<file path="config.mk">
export PLATFORM = sky130hd
export DESIGN_NAME = ram_access_ctrl
export DESIGN_NICKNAME = d
export VERILOG_FILES = /design/src/rtl/ram_access_ctrl_pkg.sv /design/src/rtl/ram_access_ctrl_rr_arbiter2.sv /design/src/rtl/ram_access_ctrl.sv
export SDC_FILE = /design/constraint.sdc
export NUM_CORES = 1
export LEC_CHECK = 0
export ABC_CLOCK_PERIOD_IN_PS = 3100
export CORE_ASPECT_RATIO = 1.1
export CORE_MARGIN = 2
export CORE_UTILIZATION = 44
export DETAILED_ROUTE_END_ITERATION = 12
export HOLD_SLACK_MARGIN = 0.03
export PLACE_DENSITY = 0.84
export SYNTH_ARGS = -nofsm -noshare
export SYNTH_HDL_FRONTEND = slang
export SYNTH_SLANG_ARGS = --single-unit
</file>
<file path="constraint.sdc">
create_clock -name clk -period 3.1 [get_ports clk]
set_clock_uncertainty 0.15 [all_clocks]
set_input_delay 0.775 -clock clk [delete_from_list [all_inputs] [get_ports clk]]
set_output_delay 0.775 -clock clk [all_outputs]
set_load 0.005 [all_outputs]
</file>
<file path="src/rtl/ram_access_ctrl_pkg.sv">
// Shared encodings and types for the two-port SRAM
// access controller.
package ram_access_ctrl_pkg;

  localparam int N_REQ = 2;

  localparam logic [1:0] ST_IDLE   = 2'd0;
  localparam logic [1:0] ST_SETUP  = 2'd1;
  localparam logic [1:0] ST_ACCESS = 2'd2;
  localparam logic [1:0] ST_HOLD   = 2'd3;

  localparam logic OP_WRITE_DEF = 1'b1;
  localparam logic OP_READ_DEF  = ~OP_WRITE_DEF;

  typedef struct packed {
    logic we;
    logic id;
  } txn_t;

endpackage

</file>
<file path="src/rtl/ram_access_ctrl_rr_arbiter2.sv">
// Two-request round-robin picker; the last-grant
// register lives in the parent.
module rr_arbiter2
  import ram_access_ctrl_pkg::*;
(
  input  logic [N_REQ-1:0] req,
  input  logic             last_grant,
  output logic [N_REQ-1:0] gnt,
  output logic             gnt_id
);

  always_comb begin
    gnt_id = 1'b0;
    unique case (1'b1)
      (req == 2'b11): gnt_id = ~last_grant;
      (req == 2'b10): gnt_id = 1'b1;
      default:        gnt_id = 1'b0;
    endcase
    gnt = {gnt_id, ~gnt_id} & {N_REQ{|req}};
  end

endmodule

</file>
<file path="src/rtl/ram_access_ctrl.sv">
// Shares one 8x8 SRAM macro between two requesters with
// setup/hold sequencing around ram_sel.
module ram_access_ctrl
  import ram_access_ctrl_pkg::*;
#(
  parameter int unsigned ACCESS_CYCLES = 2,
  parameter logic        OP_WRITE      = OP_WRITE_DEF
) (
  input  logic        clk,
  input  logic        rst_n,
  input  logic [1:0]  req_valid,
  output logic [1:0]  req_ready,
  input  logic [1:0]  req_we,
  input  logic [5:0]  req_addr,
  input  logic [15:0] req_wdata,
  output logic [1:0]  rsp_valid,
  input  logic [1:0]  rsp_ready,
  output logic [7:0]  rsp_rdata,
  output logic [2:0]  ram_addr,
  output logic [7:0]  ram_inp,
  output logic        ram_op,
  output logic        ram_sel,
  input  logic [7:0]  ram_outp,
  output logic        busy
);

  localparam logic [3:0] CNT_LOAD =
    4'(ACCESS_CYCLES - 1);

  logic [1:0]       st;
  logic [3:0]       cnt;
  logic             last_grant;
  txn_t             txn;
  logic [N_REQ-1:0] gnt;
  logic             gnt_id;
  logic             win_we;
  logic [2:0]       win_addr;
  logic [7:0]       win_wdata;

  rr_arbiter2 u_arb (
    .req        (req_valid),
    .last_grant (last_grant),
    .gnt        (gnt),
    .gnt_id     (gnt_id)
  );

  assign win_we    = req_we[gnt_id];
  assign win_addr  = gnt_id ? req_addr[5:3]
                            : req_addr[2:0];
  assign win_wdata = gnt_id ? req_wdata[15:8]
                            : req_wdata[7:0];

  // Accept strobe is combinational so T is the cycle
  // the winner sees ready; masked while in reset.
  assign req_ready = (rst_n && st == ST_IDLE)
                   ? gnt : '0;
  assign busy = (st != ST_IDLE);

  always_ff @(posedge clk) begin
    if (!rst_n) begin
      st         <= ST_IDLE;
      cnt        <= '0;
      last_grant <= 1'b1;
      txn        <= '0;
      rsp_valid  <= '0;
      rsp_rdata  <= '0;
      ram_sel    <= 1'b0;
      ram_op     <= ~OP_WRITE;
      ram_addr   <= '0;
      ram_inp    <= '0;
    end else begin
      unique case (st)
        ST_IDLE: begin
          if (|req_valid) begin
            txn        <= '{we: win_we, id: gnt_id};
            last_grant <= gnt_id;
            // addr/op/inp settle here, one cycle
            // ahead of sel
            ram_addr   <= win_addr;
            ram_op     <= win_we ? OP_WRITE
                                 : ~OP_WRITE;
            ram_inp    <= win_we ? win_wdata : '0;
            st         <= ST_SETUP;
          end
        end
        ST_SETUP: begin
          cnt     <= CNT_LOAD;
          ram_sel <= 1'b1;
          st      <= ST_ACCESS;
        end
        ST_ACCESS: begin
          if (cnt == '0) begin
            ram_sel   <= 1'b0;
            rsp_rdata <= txn.we ? '0 : ram_outp;
            rsp_valid <= txn.id ? 2'b10 : 2'b01;
            st        <= ST_HOLD;
          end else begin
            cnt <= cnt - 4'd1;
          end
        end
        ST_HOLD: begin
          if (rsp_ready[txn.id]) begin
            rsp_valid <= '0;
            st        <= ST_IDLE;
          end
        end
        default: st <= ST_IDLE;
      endcase
    end
  end

endmodule

</file>
==> metrics.txt, run 1 <==
status=finished, final reports clean; Mapped Nets=192; residual DRC count=0; grt total ovfl=0; Antenna Cells=0; Layout area overhead=57.8%; Avg WL per Cell=14.6 um; CTS sink cnt=31; area leader, netlist=dfxtp_1; Crit. End Element=output port; first-pass GRT wire length=approximately 6.3 mm; Synth Area in Adders=5.36%; Final setup viols=0; VDD IR max=485 uV; Die Ht=63.2 um; vias in the first global route=roughly 1500; DR iter-0 viols=20; layout cell share with drive strength beyond 1=roughly 9.9%; core box area=3050 sq um; Rows=21; die area=approximately 3700 sq um; Worst-Margin Slew=789 ps; Leak=0.902 nW; Skew-Pair Late Insertion Delay=about 340 ps; Synth Area in XOR/XNOR=1.25%; final hold vios=0; Crit path arrival time=2130 ps; PortBufs=63; largest net degree at the start of global routing=18; setup tns final=0 ps; Seq/Total Area, Yosys=approximately 44%; Hold Slack=between 300 and 400 ps; simple-gate share of the synthesized area=16.3%; relative slew slack=between 40% and 50%; DRT Pass-1 Iters=4; proportion of synthesized area in mux cells=10.0%; Seq cells post-synth=31; via count=1383; largest cells by area after synthesis=dfxtp_1 (44%), mux2i_1 (10%), ha_1 (5.4%), a22o_1 (5.0%), a2bb2oi_1 (5.0%); kind of critical path=in -> out; Critical Path RT=2170 ps; ys async rst share=0%; Fmax achieved=327 MHz; synthesized area=1400 sq um; cts bufs inserted=5; nets@finish=265; initial core utilization=46.0%; CTS tree=done; Final Max Slew Viols=0; initial antenna violation count=0; Routed Antenna Nets=0; Hold Buf Count CTS=0; Worst setup SP type=primary input; worst-path maximum fanout=4; Max H-tree Level=2; Post-synth top flop=dfxtp_1; total track usage=22.7%; worst hold path class=reg -> reg; Final Cycle Share=98.6%; Post-synth EDFFs=0; Synth Area in Compound Gates=18.9%; Post-Route WL=roughly 3.7 mm; vias per cell=roughly 5.4; largest family of logic cells by synthesized area=compound AO/OA/AOI/OAI gates; top-area cell type share of the netlist area=44.3%; MaxCap Viol Count=0; Detailed Place HPWL=2.93 mm; power per cell area=roughly 680 nW/um^2; Die W=between 50 and 60 um; Min Clock Period, post-route=3060 ps; clk root buf=clkbuf_4; I/O pin cnt=64; Placer Congestion=0.832; Placement Setup Slack=around 10 ps; Longest Clk Path Bufs=2; Mean Syn Cell Area=9.47 sq um; final worst slack=43.6 ps; Post-Synthesis Cells=148; number of distinct library cells after synthesis=34; Worst-path clk slew=roughly 100 ps; yosys warns=0
==> layout make-up <==
class | count | area [sq um]
repair buffers | 73 | 708
multi-input cells | 103 | 727
clock inverters | 2 | 35.0
well taps | 34 | 42.5
inverters | 7 | 26.3
flip-flops and latches | 31 | 621
clock buffers | 6 | 51.3
fillers | 233 | 837
==> synth_stat cells, types with 2 or more instances <==
cell type   n
dfxtp_1    31
nor2_1     15
mux2i_1    14
nand2_1    12
a22o_1      8
a2bb2oi_1   8
clkbuf_1    6
ha_1        6
inv_1       6
and2_1      5
nand3_1     5
nor3_1      3
o21ai_0     3
a21oi_1     2
and3_1      2
nand2b_1    2
o211ai_1    2
xor2_1      2
==> power breakdown <==
group | internal (mW) | switching [mW]
logic | 0.347 | 0.281
registers | 0.483 | 0.0585
clock network | 0.190 | 0.146
total | 1.02 | 0.486
==> final timing paths <==
path / slack (ps) / end / startpoint / cells after the start
setup / recovery: 40 / req_ready[1] / req_valid[0] / 4
hold / removal: 310 / ram_sel$_SDFFE_PN0P_ / ram_sel$_SDFFE_PN0P_ / 2
setup reg to reg: 1070 / st[0]$_SDFFE_PN0P_ / cnt[0]$_SDFFE_PN0P_ / 6
hold reg to reg: 310 / ram_sel$_SDFFE_PN0P_ / ram_sel$_SDFFE_PN0P_ / 2
==> cells in the final DEF (no fill, tap or decap), drive strengths merged, types with 2 or more instances in the layout <==
cell           instances
mux2i                 14
a21boi                 2
clkdlybuf4s50         62
o211ai                 2
nand2                 12
a21oi                  2
xor2                   2
nand2b                 2
and3                   2
nor2                  15
dfxtp                 31
a2bb2oi                8
clkinv                 2
clkbuf                 6
buf                   10
inv                    6
ha                     6
nand3                  5
a22o                   8
and2                   5
o21ai                  4
nor3                   3
==> kinds of logic after synthesis <==
group           Yosys count
flops                    31
buf+inv                  14
fa+ha+maj                 6
simple gates             48
mux                      14
compound gates           33
xor+xnor                  2
==> repair_timing <==
| action | 4_1_cts | 5_1_grt |
|---|---|---|
| gates cloned | 0 | 0 |
| setup buffers | 1 | 1 |
| endpoints found under the setup margin | 1 | 2 |
| gates resized for setup | 0 | 1 |
==> stage by stage <==
step	std cells	area [sq um]	util (%)	power, mW
floorplan	148	1400	-	0.884
global placement	246	2110	69.1	1.14
detailed placement	246	2110	69.1	1.17
CTS	255	2200	72.2	1.51
global route	256	2210	72.5	1.61
finish	256	2210	72.5	1.51
==> layer usage <==
layer	wire, um	vias to the layer above	part of all wire (%)	track usage (%)
met3	224	13	6.0	6.37
met2	1900	45	51	38.6
met4	135	0	3.6	14.5
met1	1470	655	39	23.9
li1	-	670	-	-
met5	0	-	0	0
==> sequential cells by signal (all words and copies together) (netlist names) <==
register and cells:
ram_op 1, rsp_rdata 8, ram_sel 1, last_grant 1, ram_inp 8, st 2, rsp_valid 2, ram_addr 3
cnt 4, txn 1
==> worst max-delay path, stage by stage <==
cell and delay, ps:
clkdlybuf4s50_1 490, a21boi_2 200, and3_1 170, clkdlybuf4s50_1 500
Note: power is estimated with default switching activity, not from simulation.
==> inputs of run 2 (changes only) <==
- PLACE_DENSITY: 0.84 -> 0.82
==> run 2 against run 1 <==
Against the previous run: worst setup slack better by 53 ps; design area is 1.8% lower; fmax is 1.8% higher; sequential share of layout area is 0.50 points higher; via count is 1.2% higher; core utilization is 1.3 points lower; critical path depth stayed put; sequential cell count stayed put; total power is 6.0% lower; clock power is 28% lower; count of clock-buffer cells in the layout stayed put; routed wire length is 3.2% higher; largest cell class unchanged.
==> metrics.txt, run 2 (synthesis gave the netlist of run 1 again) <==
status=finished, final reports clean; most frequent cells in the layout=clkdlybuf4s50_1 (61), dfxtp_1 (31), nor2_1 (15); Avg WL per Cell=15.2 um (+4.0%); Leak=0.884 nW (-2.1%); largest net degree at the start of global routing=18 (unchanged); vias per cell=5.51 (+2.0%); Placement Setup Slack=7.23 ps (-2.90 ps); Longest Clk Path Bufs=2 (unchanged); CTS tree=done; combinational power share=44.7% (+3.0 points); total power=1.42 mW (-6.0%); I/O pin cnt=64 (unchanged); crit path cell chain=clkdlybuf4s50_1 > clkinv_1 > nor3_1 > clkdlybuf4s50_1; DR iter-0 viols=52 (+160%); initial antenna violation count=0 (unchanged); vias in the first global route=1466 (-0.81%); Placer Congestion=0.738 (-11%); die area=3650 sq um (unchanged); Hold Slack=310 ps (-1.65 ps); Post-Route WL=3.85 mm (+3.2%); Layout area overhead=55.0%; Final Cell Area=2170 sq um (-1.8%); nets@finish=264 (-0.38%); Routed Antenna Nets=0 (unchanged); clock power share=17.0% (-5.4 points); Crit. End Element=output port; Net Sw Frac=33.9% (+1.6 points); total track usage=23.4% (+0.74 points); VDD IR max=498 uV (+2.6%); RSZ-0062 raised after global routing=no; most common cell after layout, fill and taps aside=clkdlybuf4s50_1; initial core utilization=46.0% (unchanged); largest registers=ram_inp (8), rsp_rdata (8), cnt (4); Die W=57.8 um (unchanged); Critical Path RT=2170 ps (about the same); Final Cycle Share=96.9% (-1.7 points); power per cell area=652 nW/um^2 (-4.3%); Skew-Pair Late Insertion Delay=320 ps (-20 ps); layout cell share with drive strength beyond 1=9.09% (-0.82 points); Fmax achieved=333 MHz (+1.8%); Layout fillers=254 (+9.0%); most used cell, CP=clkdlybuf4s50_1; Hold Buf Count CTS=0 (unchanged); Final setup viols=0 (unchanged); relative slew slack=66.8% (+20 points); kind of critical path=in -> out; final hold vios=0 (unchanged); DRT Pass-1 Iters=4 (unchanged); Antenna Cells=0 (unchanged); Min Clock Period, post-route=3000 ps (-53.2 ps); Reg power frac=38.3% (+2.3 points); core box area=3050 sq um (unchanged); Die Ht=63.2 um (unchanged); Detailed Place HPWL=3.04 mm (+3.6%); first-pass GRT wire length=6.62 mm (+4.2%); Rows=21 (unchanged); via count=1399 (+1.2%); PortBufs=63 (unchanged); Crit path arrival time=2080 ps (-50 ps); Max H-tree Level=2 (unchanged); CTS sink cnt=31 (unchanged); Final Max Slew Viols=0 (unchanged); setup tns final=0 ps (unchanged); clk root buf=clkbuf_4; Int Power=0.936 mW (-8.2%); MaxCap Viol Count=0 (unchanged); Worst-Margin Slew=499 ps (-290 ps); worst hold path class=reg -> reg; slowest stage cell, crit path=clkdlybuf4s50_1; grt total ovfl=0 (unchanged); residual DRC count=0 (unchanged); net switching power=0.480 mW (-1.2%); Worst path max stage delay=520 ps (+20 ps); Placed Area=2110 sq um (+0.36%); cts bufs inserted=5 (unchanged); Worst-path clk slew=90 ps (about the same); worst-path maximum fanout=3 (-1); final worst slack=96.7 ps (+53.2 ps); Worst setup SP type=primary input
-- run 2: cell count changes in the layout (fill, tap and decap cells not counted), sizes merged --
cell,change
buf,-1
dlygate4sd2,+1
bufinv,-1
clkdlybuf4s50,-1
-- run 2: path summary, 6_finish.rpt --
path | start | endpoint | slack (ps) | cells after the start
worst min-delay path | ram_sel$_SDFFE_PN0P_ | ram_sel$_SDFFE_PN0P_ | 310 | 2
worst min register to register | ram_sel$_SDFFE_PN0P_ | ram_sel$_SDFFE_PN0P_ | 310 | 2
worst max-delay path | rst_n | req_ready[0] | 100 | 4
worst max register to register | cnt[0]$_SDFFE_PN0P_ | st[0]$_SDFFE_PN0P_ | 960 | 6
-- run 2: power groups by stage --
stage	Clock (mW)	Sequential (mW)	Combinational (mW)
floorplan	0	0.544	0.340
global placement	0	0.542	0.603
detailed placement	0	0.550	0.633
CTS	0.248	0.543	0.637
global route	0.265	0.554	0.689
finish	0.241	0.542	0.633
-- run 2: metal layers --
layer | vias up | share of wire [%] | track usage [%]
met5 | - | 0 | 0
met4 | 0 | 1.9 | 7.85
met3 | 8 | 6.0 | 8.62
met2 | 47 | 54 | 41.2
met1 | 674 | 38 | 25.4
li1 | 670 | - | -
-- run 2: timing repair --
| action | 4_1_cts | 5_1_grt |
|---|---|---|
| endpoints found under the hold margin | 0 | 0 |
| buffers inserted | 0 | 0 |
| gates resized for setup | 1 | 1 |
| endpoints found under the setup margin | 1 | 1 |
-- run 2: metrics by stage --
step / cells / utilization [%]
after floorplan: 148 / -
after global placement: 247 / 69.4
after detailed placement: 247 / 69.4
after CTS: 254 / 71.2
after global routing: 254 / 71.3
final: 254 / 71.3
-- run 2: area by class of cell --
type	count	area [sq um]	share of cell area, %
multi-input cells	103	727	33.5
repair buffers	72	699	32.2
flip-flops and latches	31	621	28.6
clock buffers	6	51.3	2.36
well taps	34	42.5	1.96
inverters	7	26.3	1.21
clock inverters	1	5.00	0.230
-- run 2: critical path, delay by kind of cell --
| family | cells | cell delay, ps |
|---|---|---|
| buf+inv | 3 | 1130 |
| simple gates | 1 | 170 |
==> inputs of run 3 (changes only) <==
- CTS_CLUSTER_SIZE: not set -> 28
- GPL_ROUTABILITY_DRIVEN: not set -> 1
==> results of run 3 <==
The final DEF is identical to that of run 2; final timing and power are the same.
